==> config.mk <==
export PLATFORM = sky130hd
export DESIGN_NAME = spi_cmd_sequencer_flat
export DESIGN_NICKNAME = d
export VERILOG_FILES = /design/src/rtl/spi_cmd_sequencer_if.sv /design/src/rtl/spi_cmd_sequencer.sv /design/src/flat_wrapper.sv
export SDC_FILE = /design/constraint.sdc
export NUM_CORES = 1
export LEC_CHECK = 0
export BUFFER_PORTS_ARGS = -buffer_cell sky130_fd_sc_hd__buf_2
export CORE_AREA = 2 2 116 118
export DETAILED_ROUTE_END_ITERATION = 10
export DIE_AREA = 0 0 118 120
export PLACE_DENSITY = 0.84
export SYNTH_ARGS = -nofsm -noshare
export SYNTH_HDL_FRONTEND = slang
export SYNTH_SLANG_ARGS = --single-unit
==> constraint.sdc <==
create_clock -name clk -period 5 [get_ports clk]
set_clock_uncertainty 0.1 [all_clocks]
set_input_delay 0 -clock clk [delete_from_list [all_inputs] [get_ports clk]]
set_output_delay 0 -clock clk [all_outputs]
set_load 0.005 [all_outputs]
==> src/rtl/spi_cmd_sequencer_if.sv <==
// Command, SPI-launch and readback signals shared between spi_cmd_sequencer and its requester.
interface spi_cmd_sequencer_if;
    logic       cmd_valid;
    logic       cmd_ready;
    logic       cmd_read;
    logic [6:0] cmd_addr;
    logic [7:0] cmd_data;
    logic       spi_start;
    logic       spi_read;
    logic [6:0] spi_addr;
    logic [7:0] spi_data;
    logic       cs;
    logic [7:0] spi_rdbk;
    logic       rdbk_valid;
    logic [6:0] rdbk_addr;
    logic [7:0] rdbk_data;

    // slave is the sequencer side; master is the command source / SPI environment
    modport slave (
        input  cmd_valid, cmd_read, cmd_addr, cmd_data, cs, spi_rdbk,
        output cmd_ready, spi_start, spi_read, spi_addr, spi_data,
        output rdbk_valid, rdbk_addr, rdbk_data
    );

    modport master (
        output cmd_valid, cmd_read, cmd_addr, cmd_data, cs, spi_rdbk,
        input  cmd_ready, spi_start, spi_read, spi_addr, spi_data,
        input  rdbk_valid, rdbk_addr, rdbk_data
    );
endinterface

==> src/rtl/spi_cmd_sequencer.sv <==
// Buffers register read/write commands and launches them one at a time into spi_master,
// tracking completion from chip select and returning readback bytes.
module spi_cmd_sequencer #(
    parameter int FIFO_AW  = 3,
    parameter int GAP_CYC  = 4,
    parameter int TOUT_CYC = 2048
) (
    input  logic               clk,
    input  logic               rst,
    spi_cmd_sequencer_if.slave bus,
    output logic               busy,
    output logic [FIFO_AW:0]   fifo_level,
    output logic               timeout_err,
    input  logic               err_clr
);

    localparam int DEPTH = 2 ** FIFO_AW;
    localparam int LVL_W = FIFO_AW + 1;
    localparam int GAP_W = (GAP_CYC > 1) ? $clog2(GAP_CYC) : 1;
    localparam logic [GAP_W-1:0] GAP_LAST  = GAP_W'(GAP_CYC - 1);
    localparam logic [11:0]      TOUT_LAST = 12'(TOUT_CYC - 1);

    typedef enum logic [2:0] {IDLE, LAUNCH, WAIT_LO, WAIT_HI, GAP} state_t;

    state_t           state, state_nxt;
    logic [15:0]      mem [DEPTH];
    logic [LVL_W-1:0] wr_ptr, rd_ptr;
    logic             fifo_empty, fifo_full;
    logic             push, pop;
    logic             spi_read_q;
    logic [6:0]       spi_addr_q;
    logic [7:0]       spi_data_q;
    logic [11:0]      tout_cnt;
    logic [GAP_W-1:0] gap_cnt;
    logic             rdbk_load, tout_hit, start;
    logic             rdbk_valid_q;
    logic [6:0]       rdbk_addr_q;
    logic [7:0]       rdbk_data_q;

    // Pointers carry one extra wrap bit so full and empty are distinguishable.
    assign fifo_level = wr_ptr - rd_ptr;
    assign fifo_empty = (wr_ptr == rd_ptr);
    assign fifo_full  = (fifo_level == LVL_W'(DEPTH));
    assign push       = bus.cmd_valid & ~fifo_full;

    assign bus.cmd_ready  = ~fifo_full;
    assign bus.spi_start  = start;
    assign bus.spi_read   = spi_read_q;
    assign bus.spi_addr   = spi_addr_q;
    assign bus.spi_data   = spi_data_q;
    assign bus.rdbk_valid = rdbk_valid_q;
    assign bus.rdbk_addr  = rdbk_addr_q;
    assign bus.rdbk_data  = rdbk_data_q;
    assign busy           = (state != IDLE) | ~fifo_empty;

    always_ff @(posedge clk) begin
        if (push)
            mem[wr_ptr[FIFO_AW-1:0]] <= {bus.cmd_read, bus.cmd_addr, bus.cmd_data};
    end

    always_ff @(posedge clk or posedge rst) begin
        if (rst)
            state <= IDLE;
        else
            state <= state_nxt;
    end

    always_comb begin
        state_nxt = state;
        pop       = 1'b0;
        start     = 1'b0;
        rdbk_load = 1'b0;
        tout_hit  = 1'b0;
        case (state)
            IDLE: begin
                if (!fifo_empty) begin
                    pop       = 1'b1;
                    state_nxt = LAUNCH;
                end
            end
            LAUNCH: begin
                start     = 1'b1;
                state_nxt = WAIT_LO;
            end
            WAIT_LO: begin
                if (!bus.cs) begin
                    state_nxt = WAIT_HI;
                end else if (tout_cnt == TOUT_LAST) begin
                    tout_hit  = 1'b1;
                    state_nxt = GAP;
                end
            end
            WAIT_HI: begin
                // A cs edge landing on the timeout cycle counts as completion.
                if (bus.cs) begin
                    rdbk_load = spi_read_q;
                    state_nxt = GAP;
                end else if (tout_cnt == TOUT_LAST) begin
                    tout_hit  = 1'b1;
                    state_nxt = GAP;
                end
            end
            GAP: begin
                if (gap_cnt == GAP_LAST)
                    state_nxt = IDLE;
            end
            default: state_nxt = IDLE;
        endcase
    end

    always_ff @(posedge clk or posedge rst) begin
        if (rst) begin
            wr_ptr       <= '0;
            rd_ptr       <= '0;
            spi_read_q   <= 1'b0;
            spi_addr_q   <= '0;
            spi_data_q   <= '0;
            tout_cnt     <= '0;
            gap_cnt      <= '0;
            rdbk_valid_q <= 1'b0;
            rdbk_addr_q  <= '0;
            rdbk_data_q  <= '0;
            timeout_err  <= 1'b0;
        end else begin
            if (push)
                wr_ptr <= wr_ptr + 1'b1;
            if (pop) begin
                rd_ptr <= rd_ptr + 1'b1;
                {spi_read_q, spi_addr_q, spi_data_q} <= mem[rd_ptr[FIFO_AW-1:0]];
            end
            if (state == LAUNCH)
                tout_cnt <= '0;
            else if (state == WAIT_LO || state == WAIT_HI)
                tout_cnt <= tout_cnt + 1'b1;
            gap_cnt      <= (state == GAP) ? gap_cnt + 1'b1 : '0;
            rdbk_valid_q <= rdbk_load;
            if (rdbk_load) begin
                rdbk_addr_q <= spi_addr_q;
                rdbk_data_q <= bus.spi_rdbk;
            end
            // A new timeout wins over a simultaneous clear.
            if (tout_hit)
                timeout_err <= 1'b1;
            else if (err_clr)
                timeout_err <= 1'b0;
        end
    end

endmodule

==> src/flat_wrapper.sv <==
// flat-port wrapper written by rule: the top's interface ports become plain ports
module spi_cmd_sequencer_flat 
#(
    parameter int FIFO_AW  = 3,
    parameter int GAP_CYC  = 4,
    parameter int TOUT_CYC = 2048
)
  (clk, rst, busy, fifo_level, timeout_err, err_clr, bus_cmd_valid, bus_cmd_read, bus_cmd_addr, bus_cmd_data, bus_cs, bus_spi_rdbk, bus_cmd_ready, bus_spi_start, bus_spi_read, bus_spi_addr, bus_spi_data, bus_rdbk_valid, bus_rdbk_addr, bus_rdbk_data);
  spi_cmd_sequencer_if bus_i ();
  input  logic clk;
  input  logic rst;
  output logic busy;
  output logic [FIFO_AW:0] fifo_level;
  output logic timeout_err;
  input  logic err_clr;
  input wire logic [$bits(bus_i.cmd_valid)-1:0] bus_cmd_valid;
  input wire logic [$bits(bus_i.cmd_read)-1:0] bus_cmd_read;
  input wire logic [$bits(bus_i.cmd_addr)-1:0] bus_cmd_addr;
  input wire logic [$bits(bus_i.cmd_data)-1:0] bus_cmd_data;
  input wire logic [$bits(bus_i.cs)-1:0] bus_cs;
  input wire logic [$bits(bus_i.spi_rdbk)-1:0] bus_spi_rdbk;
  output wire logic [$bits(bus_i.cmd_ready)-1:0] bus_cmd_ready;
  output wire logic [$bits(bus_i.spi_start)-1:0] bus_spi_start;
  output wire logic [$bits(bus_i.spi_read)-1:0] bus_spi_read;
  output wire logic [$bits(bus_i.spi_addr)-1:0] bus_spi_addr;
  output wire logic [$bits(bus_i.spi_data)-1:0] bus_spi_data;
  output wire logic [$bits(bus_i.rdbk_valid)-1:0] bus_rdbk_valid;
  output wire logic [$bits(bus_i.rdbk_addr)-1:0] bus_rdbk_addr;
  output wire logic [$bits(bus_i.rdbk_data)-1:0] bus_rdbk_data;
  assign bus_i.cmd_valid = bus_cmd_valid;
  assign bus_i.cmd_read = bus_cmd_read;
  assign bus_i.cmd_addr = bus_cmd_addr;
  assign bus_i.cmd_data = bus_cmd_data;
  assign bus_i.cs = bus_cs;
  assign bus_i.spi_rdbk = bus_spi_rdbk;
  assign bus_cmd_ready = bus_i.cmd_ready;
  assign bus_spi_start = bus_i.spi_start;
  assign bus_spi_read = bus_i.spi_read;
  assign bus_spi_addr = bus_i.spi_addr;
  assign bus_spi_data = bus_i.spi_data;
  assign bus_rdbk_valid = bus_i.rdbk_valid;
  assign bus_rdbk_addr = bus_i.rdbk_addr;
  assign bus_rdbk_data = bus_i.rdbk_data;
  spi_cmd_sequencer #(.FIFO_AW(FIFO_AW), .GAP_CYC(GAP_CYC), .TOUT_CYC(TOUT_CYC)) u_core (.clk(clk), .rst(rst), .bus(bus_i), .busy(busy), .fifo_level(fifo_level), .timeout_err(timeout_err), .err_clr(err_clr));
endmodule
======== Word-level counts from Yosys, hierarchy flattened ========
Memories as Yosys holds them, arrays and structs flattened. A register that Yosys moved wholly into a read port is not among the register bits.
Cells that the tools add are included.
storage, ports and cells
  memories ................................ 1
  output and inout bits ................... 40
  register bits ........................... 42
  input port bits ......................... 29
  bits in writable memories ............... 128
  bits in latches ......................... 0
  bits in read-only memories .............. 0
operators by class
  equal/unequal tests ..................... 10
  reductions and logical operators ........ 6
  shift operators ......................... 0
  $add $sub $neg .......................... 5
  order comparisons ....................... 0
  bitwise operators ....................... 4
  muxes and demuxes ....................... 22
  divide/modulo/power cells ............... 0
  multiply operators ...................... 0
memories
  memory      words  width  rd ports  clocked after Yosys merged registers in  wr ports  RTL line                 text
  u_core.mem  8      16     1         1                                        1         spi_cmd_sequencer.sv:26  logic [15:0] mem [DEPTH];
operators by type and width
  kind                   number
  $mux 12                2
  $mux 3                 5
  $pmux 3 s5             1
  $add 12x1->12 const B  1
  $eq 12x11->1 const B   1
  $mux 1                 12
  $add 4x1->4 const B    2
  $eq 3x2->1 const B     2
  $eq 4x4->1             1
  $eq 4x4->1 const B     1
  $reduce_bool 2->1      2
  $sub 4x4->4            1
  $eq 3x1->1 const B     1
  $eq 3x3->1 const B     1
  $logic_not 3->1        1
  $reduce_bool 3->1      1
  $add 2x1->2 const B    1
  $eq 2x2->1 const B     1
  $mux 2                 1
  $ne 2x1->1 const B     1
  $ne 2x2->1 const B     1
  $not 1->1              2
  $pmux 1 s2             1
  $reduce_and 2->1       1
  other kinds (3)        3

======== Logic depth before layout (Yosys ltp) ========
Gate-level depths: netlist (run 1).
  depth after elaboration ................. 6
  gate-level depth with buffers ........... 9

======== Worst setup path after synthesis (run 1) ========
No wires, ideal clock.
  path kind ............................... reg-to-reg
  from .................................... register u_core.rd_ptr[1]
  to ...................................... memory u_core.mem[0][0] (enable)
  arrival time ............................ 3.532 ns
  buffers on the path ..................... 2
  stages on the path, launching flop included .. 9
  library setup time ...................... 0.430 ns
  data required time ...................... 4.470 ns
  path slack .............................. 0.938 ns
  period minus slack after synthesis ...... 4.062 ns
  cell sequence ........................... dfrtp_1 > buf_2 > buf_1 > inv_1 > fa_1 > xor2_1 > or3_1 > nor3_2 > nor4_1
between the ends
  word-level cells in the longest chain between the ends .. 6
ends and longest elaborated chain
  what                          RTL line                  text
  from (decl)                   spi_cmd_sequencer.sv:27   logic [LVL_W-1:0] wr_ptr, rd_ptr;
  from (signal assigned)        spi_cmd_sequencer.sv:128  rd_ptr <= rd_ptr + 1'b1;
  $sub 4x4->4                   spi_cmd_sequencer.sv:41   assign fifo_level = wr_ptr - rd_ptr;
  named net fifo_level[2]       flat_wrapper.sv:13        output logic [FIFO_AW:0] fifo_level;
  $eq 4x4->1                    spi_cmd_sequencer.sv:43   assign fifo_full = (fifo_level == LVL_W'(DEPTH));
  $not 1->1                     spi_cmd_sequencer.sv:44   assign push = bus.cmd_valid & ~fifo_full;
  $and 1x1->1                   spi_cmd_sequencer.sv:44
  $mux 1                        spi_cmd_sequencer.sv:57   if (push)
  $mux 1 (implied by the code)  spi_cmd_sequencer.sv:58   mem[wr_ptr[FIFO_AW-1:0]] <= {bus.cmd_read, bus.cmd_addr, bus.cmd_data};
  to (decl)                     spi_cmd_sequencer.sv:26
The timed path passes the listed nets, and every way through them passes these cells.

======== Worst setup path after layout (run 1) ========
  from .................................... register u_core.rd_ptr[1]
  to ...................................... output port bus_cmd_ready
between the ends
  word-level cells in the longest chain between the ends .. 3
ends and longest elaborated chain
  what         RTL line                 text
  $sub 4x4->4  spi_cmd_sequencer.sv:41
  $eq 4x4->1   spi_cmd_sequencer.sv:43
  $not 1->1    spi_cmd_sequencer.sv:46  assign bus.cmd_ready = ~fifo_full;
  to (decl)    flat_wrapper.sv:22       output wire logic [$bits(bus_i.cmd_ready)-1:0] bus_cmd_ready;
Every way passes these cells.

==> impl_metrics.json, run 1 <==
{
  "cp.arrival_ps": 3430,
  "htreeDepth": 4,
  "dpl.hpwl_um": 9230,
  "drive_above_1_share": 0.310,
  "grt_start_max_net_pins": 59,
  "start_util": 0.574,
  "critPathSlowestCell": "nor3_2",
  "worst_slew_pin_slew_ps": 836,
  "async_flop_share": 0.312,
  "synth_fp_nets": 468,
  "end_kind": "primary output",
  "yosysWarnings": 0,
  "intPower_mw": 3.65,
  "ios": 69,
  "post_cts_buffers": 0,
  "numCtsBuffers": 17,
  "grt_pass1_wl_um": 23500,
  "cts_tree": "yes",
  "fmax_mhz": 284,
  "wire_per_inst_um": 20.5,
  "power.total_mw": 5.39,
  "rsz0062_at_grt": "no",
  "cap_violations": 0,
  "totalWireLength_um": 15000,
  "comb_power_share": 0.327,
  "clkPwrFrac": 0.255,
  "overflow": 0,
  "clk_pin_slew_ps": 60,
  "nFillCells": 851,
  "crit_path_start": "u_core.rd_ptr[1]",
  "core_region_area_mm2": 0.0130,
  "fp.dieH_um": 120,
  "dr.pass1.iters": 5,
  "clockBufferDepth": 2,
  "regToRegStartpoint": "u_core.rd_ptr[1]",
  "p_switching_mw": 1.74,
  "gr-usage-all-layers": 0.227,
  "cp_slowest_stage_delay_ps": 640,
  "finalHoldViolCount": 0,
  "place_area_mm2": 0.00803,
  "globalplace.congestion": 0.836,
  "max_slew_margin": 0.441,
  "ir_worst_vdd_mv": 0.353,
  "crit_top_cell": "inv_1",
  "cts-root-buf": "clkbuf_16",
  "layout.nets": 576,
  "drt-initial-drc-count": 390,
  "fin_setup_tns_ps": 0,
  "required_ps": 4900,
  "synthDistinctLibCells": 47,
  "cts.sinks": 186,
  "synthCells": 431,
  "area_growth_pct": 20.1,
  "synth_seq_cells": 186,
  "syn_avg_cell_area_um2": 17.3,
  "seqPwrFrac": 0.417,
  "port_buffers": 68,
  "die_w_um": 118,
  "setup_violations": 0,
  "outcome": "complete, no violations",
  "die-area_mm2": 0.0142,
  "critPathMaxFanout": 36,
  "slew_viol_final": 0,
  "fin_crit_sh": 0.705,
  "diodes": 0,
  "worstSkewPairLatency_ps": 440,
  "design_area_mm2": 0.00894,
  "post-route-drc-count": 0,
  "cts-resized-gates": 0,
  "startpoint_type": "flop",
  "syn_area_mm2": 0.00745,
  "worstSetupPathType": "flop to primary output",
  "leakagePower_nw": 3.42,
  "synth_seq_area_share": 0.711,
  "path_cells": "buf_4, inv_1, fa_1, xor2_1, or3_1, nor3_2, inv_1, buf_2",
  "via_per_inst": 5.70,
  "synth_ff_type": "edfxtp_1",
  "antenna_found_initial": 0,
  "drt.antenna.violating_nets": 0,
  "synth_edf_count": 128,
  "p_per_area_mw_per_mm2": 603,
  "holdCritPathClass": "primary input to async pin",
  "period_needed_ps": 3530,
  "grt_pass1_vias": 4302,
  "p_sw_frac": 0.322,
  "via_count": 4149,
  "rows": 42
}
kinds of logic after synthesis:
group	synth area share
flops	0.711
fa+ha+maj	0.0158
buf+inv	0.0193
xor+xnor	0.0176
compound gates	0.0334
simple gates	0.0588
mux	0.144
cells in the final DEF, fill, tap and decap left out, drive strengths merged, types with 5 or more instances in the layout:
cell type and n:
mux4 32, nand2 31, xnor2 10, edfxtp 128
nor2 13, nand3 5, dfrtp 58, o21ai 23
dlygate4sd3 29, a21oi 5, buf 79, mux2 17
nor3 11, nor4 6, clkbuf 20, clkinv 6
mux2i 16, ha 7, xor2 5, or3 5
inv 12
metal layers:
layer  track usage  vias up  wire [µm]
met1         0.298     2071       6400
met2         0.358      172       7230
met4         0.114        0        464
met3        0.0547       33        863
met5             0        -          0
li1              -     1873          -
cell usage after synthesis (3+ instances only):
library cell	count	share of area
nand3_1	5	0.0034
nand2b_1	4	0.0034
inv_1	11	0.0055
o21ai_0	22	0.015
dfrtp_1	58	0.19
a21oi_1	5	0.0034
buf_2	7	0.0047
nor4_1	6	0.0050
nand4_1	3	0.0025
edfxtp_1	128	0.52
xnor2_1	10	0.012
or3_1	4	0.0034
nor2_1	13	0.0066
ha_1	7	0.012
mux2i_1	16	0.022
buf_4	3	0.0030
clkbuf_1	6	0.0030
nand2_1	31	0.016
xor2_1	5	0.0059
mux2_2	16	0.024
nor3_1	10	0.0067
mux4_2	32	0.097
worst max-delay path: cells and delay by family, from the launching register on:
kind / cells / cell delay, ps
xor gates and xnor gates: 1 / 190
adders and majority gates: 1 / 470
and+or+nand+nor: 2 / 1040
buffers and inverters: 4 / 940
DFF: 1 / 330
power groups by stage:
stage | sequential (mW) | clock (mW) | combinational [mW]
after floorplan | 2.21 | 0 | 1.21
after global routing | 2.29 | 1.44 | 1.93
final | 2.25 | 1.38 | 1.76
after global placement | 2.24 | 0 | 1.66
after CTS | 2.25 | 1.40 | 1.78
after detailed placement | 2.27 | 0 | 1.74
cell type report:
| class | instances | area (µm²) | share of cell area |
|---|---|---|---|
| Multi-Input combinational cell | 214 | 2060 | 0.230 |
| Tap cell | 176 | 220 | 0.0246 |
| Clock inverter | 12 | 174 | 0.0195 |
| Timing Repair Buffer | 108 | 713 | 0.0798 |
| Clock buffer | 20 | 437 | 0.0488 |
| Sequential cell | 186 | 5300 | 0.592 |
| Inverter | 12 | 45.0 | 0.00504 |
metrics by stage:
step,utilization,setup WS (ps),instances,hold slack (ps)
global route,0.689,1370,728,244
floorplan,-,938,431,-1.13
global placement,0.619,1630,667,94.4
CTS,0.688,1290,728,215
finish,0.689,1470,728,216
detailed placement,0.619,1320,667,96.7
state kept, by name, indices dropped and copies added (netlist names):
register               cells
u_core.rd_ptr              4
u_core.state               3
u_core.gap_cnt             2
u_core.bus.spi_read        1
u_core.bus.rdbk_data       8
u_core.bus.rdbk_valid      1
u_core.wr_ptr              4
u_core.bus.rdbk_addr       7
u_core.tout_cnt           12
u_core.bus.spi_data        8
u_core.timeout_err         1
u_core.bus.spi_addr        7
u_core.mem               128
path summary, 6_finish.rpt:
check / end / slack, ps / cells after the start
setup / recovery: bus_cmd_ready / 1470 / 8
hold / removal: u_core.bus.rdbk_addr[2] / 220 / 4
setup reg to reg: u_core.mem[4][13] / 1600 / 8
hold reg to reg: u_core.gap_cnt[0] / 360 / 1
max in group asynchronous: u_core.rd_ptr[0] / 4030 / 4
min in group clk: u_core.bus.rdbk_data[0] / 230 / 3
what timing repair did:
action,in CTS,in global routing
endpoints found under the hold margin,201,0
endpoints found under the setup margin,0,0
hold buffers,29,0
Note: power is estimated with default switching activity, not from simulation.
==> run 2: changes to the inputs <==
==> constraint.sdc (replaced) <==
create_clock -name clk -period 3.6 [get_ports clk]
set_clock_uncertainty 0.1 [all_clocks]
set_input_delay 0 -clock clk [delete_from_list [all_inputs] [get_ports clk]]
set_output_delay 0 -clock clk [all_outputs]
set_load 0.005 [all_outputs]
==> impl_metrics.json, run 2 (synthesis gave the netlist of run 1 again) <==
{
  "outcome": "complete, no violations",
  "via_count": 4137,
  "pre_cts_slack_ps": 456,
  "timing.hold.ws_ps": 234,
  "rows": 42,
  "drive_above_1_share": 0.311,
  "diodes": 0,
  "rsz0062_at_grt": "no",
  "multi_input_area_mm2": 0.00205,
  "totalWireLength_um": 14400,
  "ios": 69,
  "startpoint_type": "flop",
  "regToRegStartpoint": "u_core.wr_ptr[0]",
  "crit_path_start": "u_core.wr_ptr[0]",
  "post-route-drc-count": 0,
  "leakagePower_nw": 3.39,
  "port_buffers": 68,
  "setup_violations": 0,
  "drt.antenna.violating_nets": 0,
  "die-area_mm2": 0.0142,
  "fin_util": 0.686,
  "fin_setup_tns_ps": 0,
  "dr.pass1.iters": 4,
  "htreeDepth": 4,
  "finalHoldViolCount": 0,
  "layout.nets": 578,
  "overflow": 0,
  "cp_slowest_stage_delay_ps": 580,
  "power.total_mw": 7.27,
  "cap_violations": 0,
  "worstSkewPairLatency_ps": 420,
  "cts.sinks": 186,
  "clockBufferDepth": 2,
  "area_growth_pct": 19.5,
  "holdCritPathClass": "primary input to async pin",
  "dp_cells": 669,
  "nFillCells": 836,
  "critPathMaxFanout": 16,
  "worst_slew_pin_slew_ps": 883,
  "slew_viol_final": 0,
  "grt_pass1_wl_um": 22900,
  "core_region_area_mm2": 0.0130,
  "required_ps": 3650,
  "wire_per_inst_um": 19.7,
  "end_kind": "flop",
  "numCtsBuffers": 17,
  "gr-usage-all-layers": 0.216,
  "fmax_mhz": 314,
  "period_needed_ps": 3180,
  "worstSetupPathType": "flop to flop",
  "path_buf_inv": 3,
  "clk_pin_slew_ps": 70,
  "fin_crit_sh": 0.883,
  "critPathSlowestCell": "nor3_2",
  "cp.arrival_ps": 3230,
  "max_slew_margin": 0.410,
  "grt_pass1_vias": 4375,
  "regArea_mm2": 0.00530,
  "post_cts_buffers": 0,
  "grt_start_max_net_pins": 39,
  "fp.dieH_um": 120,
  "start_util": 0.574,
  "path_cells": "inv_1, ha_1, inv_1, fa_1, or3_1, nor3_2, nor3_2, buf_4",
  "rrSetupSlack_ps": 420,
  "cts_tree": "yes",
  "cts-root-buf": "clkbuf_16",
  "fin_ws_ps": 420,
  "drt-initial-drc-count": 396,
  "design_area_mm2": 0.00890,
  "final_cells": 729,
  "cp_top_family": "simple AND/OR/NAND/NOR gates",
  "largest_reg_flops": 128,
  "place_area_mm2": 0.00805,
  "globalplace.congestion": 0.790,
  "mostFrequentLayoutCells": "edfxtp_1 (128), buf_2 (68), dfrtp_1 (57)",
  "via_per_inst": 5.67,
  "final_common_cell": "edfxtp_1",
  "dpl.hpwl_um": 8690,
  "antenna_found_initial": 0,
  "die_w_um": 118,
  "p_per_area_mw_per_mm2": 817,
  "ir_worst_vdd_mv": 0.510
}
[run 2: changes by cell type in the layout (fill, tap and decap cells not counted), sizes merged]
cell,previous run,this run
buf,79,81
bufinv,4,2
clkbuf,20,19
clkinv,6,4
clkinvlp,2,5
inv,12,13
[run 2: routing by layer]
metal	vias to the layer above	wire length [µm]	track usage
li1	1884	-	-
met1	2125	5910	0.262
met2	116	7810	0.386
met3	12	559	0.0466
met4	0	101	0.0730
met5	-	0	0
[run 2: final timing paths]
kind | end | cells past startpoint
worst min register to register | u_core.gap_cnt[0] | 1
min in group clk | u_core.bus.rdbk_data[6] | 3
max in group asynchronous | u_core.bus.rdbk_data[2] | 4
worst max register to register | u_core.mem[5][9] | 8
worst min-delay path | u_core.gap_cnt[0] | 3
worst max-delay path | u_core.mem[5][9] | 8
[run 2: where the power goes]
| group | internal [mW] | total [mW] | switching, mW | leakage, nW |
|---|---|---|---|---|
| clock network | 1.01 | 1.76 | 0.751 | 0.254 |
| logic | 1.08 | 2.38 | 1.30 | 1.24 |
| registers | 2.84 | 3.13 | 0.285 | 1.90 |
[run 2: layout make-up]
| type | count | share of cell area |
|---|---|---|
| Timing Repair Buffer | 110 | 0.0818 |
| Tap cell | 176 | 0.0247 |
| Inverter | 12 | 0.00506 |
| Clock buffer | 19 | 0.0487 |
| Multi-Input combinational cell | 214 | 0.230 |
| Clock inverter | 12 | 0.0142 |
| Sequential cell | 186 | 0.595 |
[run 2: tightest hold or removal path: stages]
cell	delay (ps)
dlygate4sd3_1	540
buf_2	130
inv_2	630
[run 2: repair_timing]
item,in CTS,in global routing
resized for setup,0,0
endpoints found under the hold margin,180,0
hold buffers,29,0
